--- config.mk ---
export PLATFORM = sky130hd
export DESIGN_NAME = uart_rx_oversample
export DESIGN_NICKNAME = d
export VERILOG_FILES = /design/src/rtl/uart_pkg.sv /design/src/rtl/uart_baud_tick.sv /design/src/rtl/uart_rx_oversample.sv
export SDC_FILE = /design/constraint.sdc
export NUM_CORES = 1
export LEC_CHECK = 0
export ABC_AREA = 1
export CORE_ASPECT_RATIO = 0.6
export CORE_MARGIN = 1
export CORE_UTILIZATION = 50
export DETAILED_ROUTE_END_ITERATION = 12
export GPL_ROUTABILITY_DRIVEN = 0
export PLACE_DENSITY_LB_ADDON = 0.3
export SYNTH_ARGS = -nofsm -noshare
export SYNTH_HDL_FRONTEND = slang
export SYNTH_HIERARCHICAL = 1
export SYNTH_SLANG_ARGS = --single-unit
--- constraint.sdc ---
create_clock -name clk -period 1.8 [get_ports clk]
set_input_delay 0.54 -clock clk [delete_from_list [all_inputs] [get_ports clk]]
set_output_delay 0.54 -clock clk [all_outputs]
set_load 0.02 [all_outputs]
--- src/rtl/uart_pkg.sv ---
// rtl/uart_pkg.sv - shared UART constants, receiver state encoding and baud divider helper
//
// Contents:
//   IDLE/START/DATA/STOP/BREAK : 3-bit receiver state codes
//   OS_DEFAULT                 : default samples per bit
//   DATA_BITS                  : payload bits per frame
//   baud_div()                 : clock cycles per oversample tick, integer-truncated
package uart_pkg;

  localparam logic [2:0] IDLE  = 3'd0;
  localparam logic [2:0] START = 3'd1;
  localparam logic [2:0] DATA  = 3'd2;
  localparam logic [2:0] STOP  = 3'd3;
  localparam logic [2:0] BREAK = 3'd4;

  localparam int OS_DEFAULT = 16;
  localparam int DATA_BITS  = 8;

  function automatic int baud_div(input int clk_freq, input int baud, input int os);
    return clk_freq / (baud * os);
  endfunction

endpackage

--- src/rtl/uart_baud_tick.sv ---
// rtl/uart_baud_tick.sv - free-running oversample tick generator with synchronous clear
//
// Ports:
//   clk     : system clock, rising edge
//   rst_n   : asynchronous active-low reset
//   i_clr   : synchronous clear; restarts the count so the next tick lands DIV clocks later
//   o_tick  : one-clock pulse when the counter wraps from DIV-1 to 0
module uart_baud_tick #(
  parameter int DIV = 27
) (
  input  logic clk,
  input  logic rst_n,
  input  logic i_clr,
  output logic o_tick
);

  localparam int CW = (DIV > 1) ? $clog2(DIV) : 1;
  localparam logic [CW-1:0] CNT_LAST = CW'(DIV - 1);

  logic [CW-1:0] r_cnt;
  logic          w_wrap;

  assign w_wrap = (r_cnt == CNT_LAST);
  // A clear in the same cycle as a wrap wins, so the caller never sees a stale tick.
  assign o_tick = w_wrap && !i_clr;

  always_ff @(posedge clk or negedge rst_n) begin
    if (!rst_n) begin
      r_cnt <= '0;
    end else if (i_clr || w_wrap) begin
      r_cnt <= '0;
    end else begin
      r_cnt <= r_cnt + CW'(1);
    end
  end

endmodule

--- src/rtl/uart_rx_oversample.sv ---
// rtl/uart_rx_oversample.sv - 8N1 UART receiver, 16x oversampling with mid-bit majority vote
//
// Ports:
//   clk       : system clock, rising edge
//   rst_n     : asynchronous active-low reset
//   rxd       : serial input, asynchronous, idle high
//   rx_data   : last correctly framed byte, held until the next good frame
//   rx_valid  : one-clock pulse, rx_data updated this cycle
//   frame_err : one-clock pulse, stop bit sampled low
//   busy      : high from start detect until the frame ends
module uart_rx_oversample
  import uart_pkg::*;
#(
  parameter int CLK_FREQ   = 50000000,
  parameter int BAUD_RATE  = 115200,
  parameter int OVERSAMPLE = OS_DEFAULT
) (
  input  logic                 clk,
  input  logic                 rst_n,
  input  logic                 rxd,
  output logic [DATA_BITS-1:0] rx_data,
  output logic                 rx_valid,
  output logic                 frame_err,
  output logic                 busy
);

  localparam int DIV = baud_div(CLK_FREQ, BAUD_RATE, OVERSAMPLE);
  localparam int SW  = $clog2(OVERSAMPLE);
  localparam int BW  = $clog2(DATA_BITS);

  localparam logic [SW-1:0] SAMP_A    = SW'(OVERSAMPLE / 2 - 1);
  localparam logic [SW-1:0] SAMP_B    = SW'(OVERSAMPLE / 2);
  localparam logic [SW-1:0] SAMP_C    = SW'(OVERSAMPLE / 2 + 1);
  localparam logic [SW-1:0] SAMP_LAST = SW'(OVERSAMPLE - 1);
  localparam logic [BW-1:0] IDX_LAST  = BW'(DATA_BITS - 1);

  logic                 r_rxd_meta;
  logic                 r_rxd_s;
  logic [SW-1:0]        r_samp;
  logic                 r_smp_a;
  logic                 r_smp_b;
  logic                 r_vote;
  logic                 r_vote_done;
  logic [2:0]           r_state;
  logic [2:0]           w_next;
  logic [BW-1:0]        r_bit_idx;
  logic [DATA_BITS-1:0] r_shift;
  logic [DATA_BITS-1:0] r_rx_data;
  logic                 r_rx_valid;
  logic                 r_frame_err;

  logic                 w_tick;
  logic                 w_clr;
  logic                 w_bit_end;
  logic                 w_busy;
  logic                 w_load;
  logic                 w_ferr;
  logic                 w_shift;

  uart_baud_tick #(
    .DIV (DIV)
  ) u_tick (
    .clk    (clk),
    .rst_n  (rst_n),
    .i_clr  (w_clr),
    .o_tick (w_tick)
  );

  always_ff @(posedge clk or negedge rst_n) begin
    if (!rst_n) begin
      r_rxd_meta <= 1'b1;
      r_rxd_s    <= 1'b1;
    end else begin
      r_rxd_meta <= rxd;
      r_rxd_s    <= r_rxd_meta;
    end
  end

  assign w_bit_end = w_tick && (r_samp == SAMP_LAST);

  // Sample counter gives the position within the current bit.
  always_ff @(posedge clk or negedge rst_n) begin
    if (!rst_n) begin
      r_samp <= '0;
    end else if (w_clr) begin
      r_samp <= '0;
    end else if (w_tick) begin
      r_samp <= (r_samp == SAMP_LAST) ? '0 : r_samp + SW'(1);
    end
  end

  // Three mid-bit samples; the decision is registered on the third tick and
  // r_vote_done marks the following cycle, when the FSM consumes it.
  always_ff @(posedge clk or negedge rst_n) begin
    if (!rst_n) begin
      r_smp_a     <= 1'b1;
      r_smp_b     <= 1'b1;
      r_vote      <= 1'b1;
      r_vote_done <= 1'b0;
    end else begin
      r_vote_done <= 1'b0;
      if (w_tick && r_samp == SAMP_A) r_smp_a <= r_rxd_s;
      if (w_tick && r_samp == SAMP_B) r_smp_b <= r_rxd_s;
      if (w_tick && r_samp == SAMP_C) begin
        r_vote      <= (r_smp_a & r_smp_b) | (r_smp_a & r_rxd_s) | (r_smp_b & r_rxd_s);
        r_vote_done <= 1'b1;
      end
    end
  end

  always_ff @(posedge clk or negedge rst_n) begin
    if (!rst_n) begin
      r_state <= IDLE;
    end else begin
      r_state <= w_next;
    end
  end

  always_comb begin
    w_next = r_state;
    case (r_state)
      IDLE:  if (!r_rxd_s) w_next = START;
      START: begin
        if (r_vote_done && r_vote) w_next = IDLE;
        else if (w_bit_end)        w_next = DATA;
      end
      DATA:  if (w_bit_end && r_bit_idx == IDX_LAST) w_next = STOP;
      // Leaving at mid-stop leaves half a bit to catch the next start edge.
      STOP:  if (r_vote_done) w_next = r_vote ? IDLE : BREAK;
      // Ticks only survive while the line stays high, so one tick means a
      // full tick period of idle line.
      BREAK: if (w_tick) w_next = IDLE;
      default: w_next = IDLE;
    endcase
  end

  always_comb begin
    w_busy  = (r_state != IDLE);
    w_load  = (r_state == STOP) && r_vote_done && r_vote;
    w_ferr  = (r_state == STOP) && r_vote_done && !r_vote;
    w_shift = (r_state == DATA) && r_vote_done;
    w_clr   = ((r_state == IDLE) && !r_rxd_s) ||
              ((r_state == BREAK) && !r_rxd_s) ||
              w_ferr;
  end

  always_ff @(posedge clk or negedge rst_n) begin
    if (!rst_n) begin
      r_bit_idx   <= '0;
      r_shift     <= '0;
      r_rx_data   <= '0;
      r_rx_valid  <= 1'b0;
      r_frame_err <= 1'b0;
    end else begin
      r_rx_valid  <= w_load;
      r_frame_err <= w_ferr;
      if (w_shift) r_shift <= {r_vote, r_shift[DATA_BITS-1:1]};
      if (w_load)  r_rx_data <= r_shift;
      if (r_state == START && w_bit_end)     r_bit_idx <= '0;
      else if (r_state == DATA && w_bit_end) r_bit_idx <= r_bit_idx + BW'(1);
    end
  end

  assign rx_data   = r_rx_data;
  assign rx_valid  = r_rx_valid;
  assign frame_err = r_frame_err;
  assign busy      = w_busy;

endmodule

# After elaboration in Yosys (flattened, before gate mapping)
# Cells that the tools add are included.
[totals]
ff_bits = 39
inputBits = 3
out_inout_bits = 11
wordCells = 78
[classes]
n_addsub = 3
eq_ne = 15
muxes = 15
n_bitwise = 5
reduce_logical = 26
[ops]
columns = ["operator", "count"]
rows = [
  ["3-bit two-way mux", 9],
  ["1-bit logical AND", 15],
  ["3-bit one-hot mux with 5 select lines", 1],
  ["4-bit equality test, second input constant", 3],
  ["4-bit two-way mux", 3],
  ["2-bit != test, second input constant", 4],
  ["3-bit by 2-bit equality test with 1-bit output, second input constant", 2],
  ["3-bit equality test, second input constant", 2],
  ["5-bit by 1-bit adder with 5-bit output, second input constant", 1],
  ["5-bit equality test, second input constant", 1],
  ["5-bit two-way mux", 1],
  ["5-bit AND reduction", 1],
  ["4-bit by 1-bit adder with 4-bit output, second input constant", 1],
  ["4-bit by 3-bit equality test with 1-bit output, second input constant", 1],
  ["2-bit nonzero test", 2],
  ["3-bit by 1-bit adder with 3-bit output, second input constant", 1],
  ["1-bit bitwise AND", 3],
  ["3-bit by 1-bit equality test with 1-bit output, second input constant", 1],
  ["1-bit zero test", 3],
  ["3-bit zero test", 1],
  ["1-bit logical OR", 3],
  ["3-bit != test, second input constant", 1],
  ["3-bit nonzero test", 1],
  ["1-bit bitwise OR", 2],
  ["1-bit two-way mux", 1],
]

# Longest topological paths before layout
[logic_depth]
word_depth = 10
mapped_depth = 14
ltp_nobuf = 13

# By module
# The synthesis kept the hierarchy.
[by_module_without_submodules]
columns = ["module", "instances", "cells_each", "area_each_um2", "seq_area_each_um2"]
rows = [
  ["uart_rx_oversample", 1, 167, 1569.0, 857.1],
  ["uart_baud_tick", 1, 31, 260.2, 125.1],
]

# Worst setup path after synthesis
# OpenSTA, ideal clock, no wires.
[synth_path]
path_type = "flip-flop to flip-flop"
from = "reg r_vote"
to = "reg r_state[1]"
setup_ns = 0.117
arrival_ns = 1.616
t_required_ns = 1.683
setup_slack_ns = 0.067
path_stages_with_launch = 13
n_path_buf = 1
synth_period_minus_slack_ns = 1.733
path_cell_list = "dfstp_2 -> inv_1 -> nand3_1 -> nand2_1 -> nor2_1 -> buf_4 -> inv_1 -> nor2_1 -> nand2_1 -> nand2_1 -> nand2_1 -> nand2_1 -> nand2_1"
[synth_via]
elab_chain_len = 9
word_cells_on_any_way = 14
cone_classes = "eq/ne: 3; mux: 2; reduce/logical: 9"
[synth_lines]
columns = ["item", "line_no", "rtl"]
rows = [
  ["from (decl)", "uart_rx_oversample.sv:42", "logic r_vote;"],
  ["from (signal assigned)", "uart_rx_oversample.sv:105", "r_vote <= (r_smp_a & r_smp_b) | (r_smp_a & r_rxd_s) | (r_smp_b & r_rxd_s);"],
  ["1-bit zero test (*)", "uart_rx_oversample.sv:140", "w_ferr = (r_state == STOP) && r_vote_done && !r_vote;"],
  ["1-bit logical AND (*)", "uart_rx_oversample.sv:140", ""],
  ["1-bit logical OR (*)", "uart_rx_oversample.sv:143", "((r_state == BREAK) && !r_rxd_s) ||"],
  ["net w_clr", "uart_rx_oversample.sv:53", "logic w_clr;"],
  ["1-bit zero test (*)", "uart_baud_tick.sv:25", "assign o_tick = w_wrap && !i_clr;"],
  ["1-bit logical AND (*)", "uart_baud_tick.sv:25", ""],
  ["net w_tick", "uart_rx_oversample.sv:52", "logic w_tick;"],
  ["1-bit logical AND", "uart_rx_oversample.sv:79", "assign w_bit_end = w_tick && (r_samp == SAMP_LAST);"],
  ["1-bit logical AND", "uart_rx_oversample.sv:127", "DATA: if (w_bit_end && r_bit_idx == IDX_LAST) w_next = STOP;"],
  ["2-bit != test (no source line)", "--", ""],
  ["5-bit AND reduction (no source line) (*)", "--", ""],
  ["to (signal assigned)", "uart_rx_oversample.sv:115", "r_state <= w_next;"],
  ["to (decl)", "uart_rx_oversample.sv:44", "logic [2:0] r_state;"],
]
# The timed path passes the listed nets; every way through them passes the cells marked *.
# A chain may end at the register's enable or synchronous reset.

# Final worst setup path
[layout_path]
from = "reg r_frame_err, in the netlist frame_err"
to = "out frame_err"
[layout_rtl]
columns = ["item", "line_no", "rtl"]
rows = [
  ["from (decl)", "uart_rx_oversample.sv:50", "logic r_frame_err;"],
  ["from (signal assigned)", "uart_rx_oversample.sv:156", "r_frame_err <= w_ferr;"],
  ["to (decl)", "uart_rx_oversample.sv:23", "output logic frame_err,"],
]
# No word-level cell between the ends.

==> metrics.txt <==
status completed; Root Driver clkbuf_8; VDD IR max 491 uV; R2R Setup Slk 0.14 ns; clk_skew 0.00270 ns; Num CTS Buffers 5; die width 80.1 um; # IOs 14; Slew HR 68.5%; ANT cells 0; #FFs+latches synth 39; sequential area share after synthesis 53.7%; Pre-antenna DRT Iters 4; reg2reg end r_smp_a; starting density of the core 54.4%; post-route setup TNS 0 ns; CTS Sinks 39; Synth area leader dfrtp_1; Antenna Nets Post-Route 0; Final Non-Filler Cells 273; initial antenna violation count 0; max-slew violations 0; clk buf depth 2; vias in the first global route 1250; Overflow after GRT 0; cts hold-fix bufs 0; min Tclk post-route 1.75 ns; largest net degree at the start of global routing 40; Tot Pwr 0.00154 W; Avg Vias per Cell 5.01; mean post-synth cell area 9.24 um^2; # DRC 0; leakage 1.21 nW; Post-Syn Instances 198; Tot GR Track Use 18.9%; f_max 571 MHz; Synth top area share 46.5%; Critical-path top delay cell clkdlybuf4s50_1; via count 1367; Yosys warnings 6; final setup vio count 0; DR iter-0 viols 97; Synth-to-Final Area Change 20.8%; RR Startpoint u_tick/r_cnt[0]; syn nets 208; critical path, cell by cell clkdlybuf4s50_1; number of fill cells 277; layout cell share with drive strength beyond 1 25.4%; critical path arrival 1.21 ns; Yosys cell types 23; RSZ-0062 raised after global routing false; worst-margin pin slew 0.472 ns; worst skew pair latency 0.29 ns; Synth area leaders dfrtp_1, nand2_1, dfstp_2, o21ai_2, inv_1; CP Max Fanout 1; post-DR wirelength/cell 11.9 um; drt total wl 3240 um; Worst-path clk slew 0.07 ns; slowest cell delay on critical path 0.60 ns; most frequent cells in the layout nand2_1, dfrtp_1, inv_1, nand3_1, o21ai_2; placed insts 261; Final Hold Vio Count 0; area of the core 0.00336 mm^2; HP Class in -> async; Top delay family on crit path buffers and inverters; Critical Path End Type primary output; commonest non-fill, non-tap cell in the layout nand2_1; CTS tree done; DP HPWL 2210 um; Buf+Inv Stages, Crit Path 1; num rows 16; Chip Height 48.9 um; worst r2r path cells 11; first-pass GRT wire length 5510 um; Max H-tree Level 2; CP Class reg -> out; input/output buffers 13; die area 0.00391 mm^2; crit start category register; Tcrit/Tclk final 97.3%; Crit path required time 1.26 ns; nets 237; power density cells 696 mW/mm^2; max_cap viols 0; Syn Std Cell Area 0.00183 mm^2
## stage by stage
| step | instance area (um^2) | setup slack [ns] | hold WS, ns | utilization, % |
|---|---|---|---|---|
| after global placement | 2040 | 0.117 | 0.347 | 60.7 |
| final | 2210 | 0.0486 | 0.287 | 65.7 |
| after floorplan | 1830 | 0.0674 | 0.244 | - |
| after CTS | 2140 | 0.00302 | 0.309 | 63.6 |
| after global routing | 2210 | 0.00256 | 0.318 | 65.7 |
| after detailed placement | 2040 | 0.00711 | 0.348 | 60.7 |
## what timing repair did
| item | in CTS | in global routing |
|---|---|---|
| setup endpoints to repair | 5 | 13 |
| resized for setup | 4 | 15 |
| pin swaps | 0 | 2 |
| buffers inserted | 0 | 4 |
## cell type report
| class | count | area [um^2] | area share (%) |
|---|---|---|---|
| multi-input cells | 128 | 737 | 33.4 |
| clock buffers | 8 | 100 | 4.53 |
| well taps | 45 | 56.3 | 2.55 |
| repair buffers | 25 | 228 | 10.3 |
| inverters | 28 | 105 | 4.76 |
| flip-flops and latches | 39 | 983 | 44.5 |
## registers in the layout (all words and copies together) (netlist names)
| signal | flops |
|---|---|
| r_vote_done | 1 |
| r_state | 3 |
| r_rxd_s | 1 |
| r_smp_b | 1 |
| rx_valid | 1 |
| r_shift | 8 |
| u_tick/r_cnt | 5 |
| r_samp | 4 |
| r_smp_a | 1 |
| r_rxd_meta | 1 |
| frame_err | 1 |
| r_bit_idx | 3 |
| r_vote | 1 |
| rx_data | 8 |
## power by group
group	switching [W]	leakage (nW)	internal, W
registers	0.00000178	0.502	0.000880
logic	0.0000170	0.660	0.00000428
clock network	0.000286	0.0515	0.000349
total	0.000305	1.21	0.00123
## worst max path at each step
stage	start	cells after the start	end	slack, ns
global placement	r_state[1]	3	busy	0.12
floorplan	r_vote	12	r_state[1]	0.07
CTS	rx_data[4]	1	rx_data[4]	0.003
detailed placement	r_state[0]	12	r_state[1]	0.007
global route	r_state[0]	3	busy	0.003
finish	frame_err	1	frame_err	0.05
## cells in the mapped netlist (all sizes together)
cell type and n:
a21o 1, a21oi 4, a31oi 1, buf 3, dfrtp 34, dfstp 5
ha 7, inv 28, nand2 52, nand3 19, nand4 3, nor2 19
nor3 1, o211ai 1, o21ai 19, xnor2 1
## per-layer routing
layer	global-route usage (%)	wire, um	vias to the layer above
li1	-	-	684
met1	24.7	1610	645
met2	29.2	1440	30
met3	6.73	145	8
met4	6.85	55	0
met5	0	0	-
## kinds of logic after synthesis
kind of cell | count (synthesis) | share of synthesized area (%)
AND/OR/NAND/NOR | 94 | 23.1
flip-flops | 39 | 53.7
XOR/XNOR | 1 | 0.479
AO/OA/AOI/OAI | 26 | 10.5
adder cells (fa/ha/maj) | 7 | 4.79
buffers and inverters | 31 | 7.39
(Power assumes the default switching activity.)
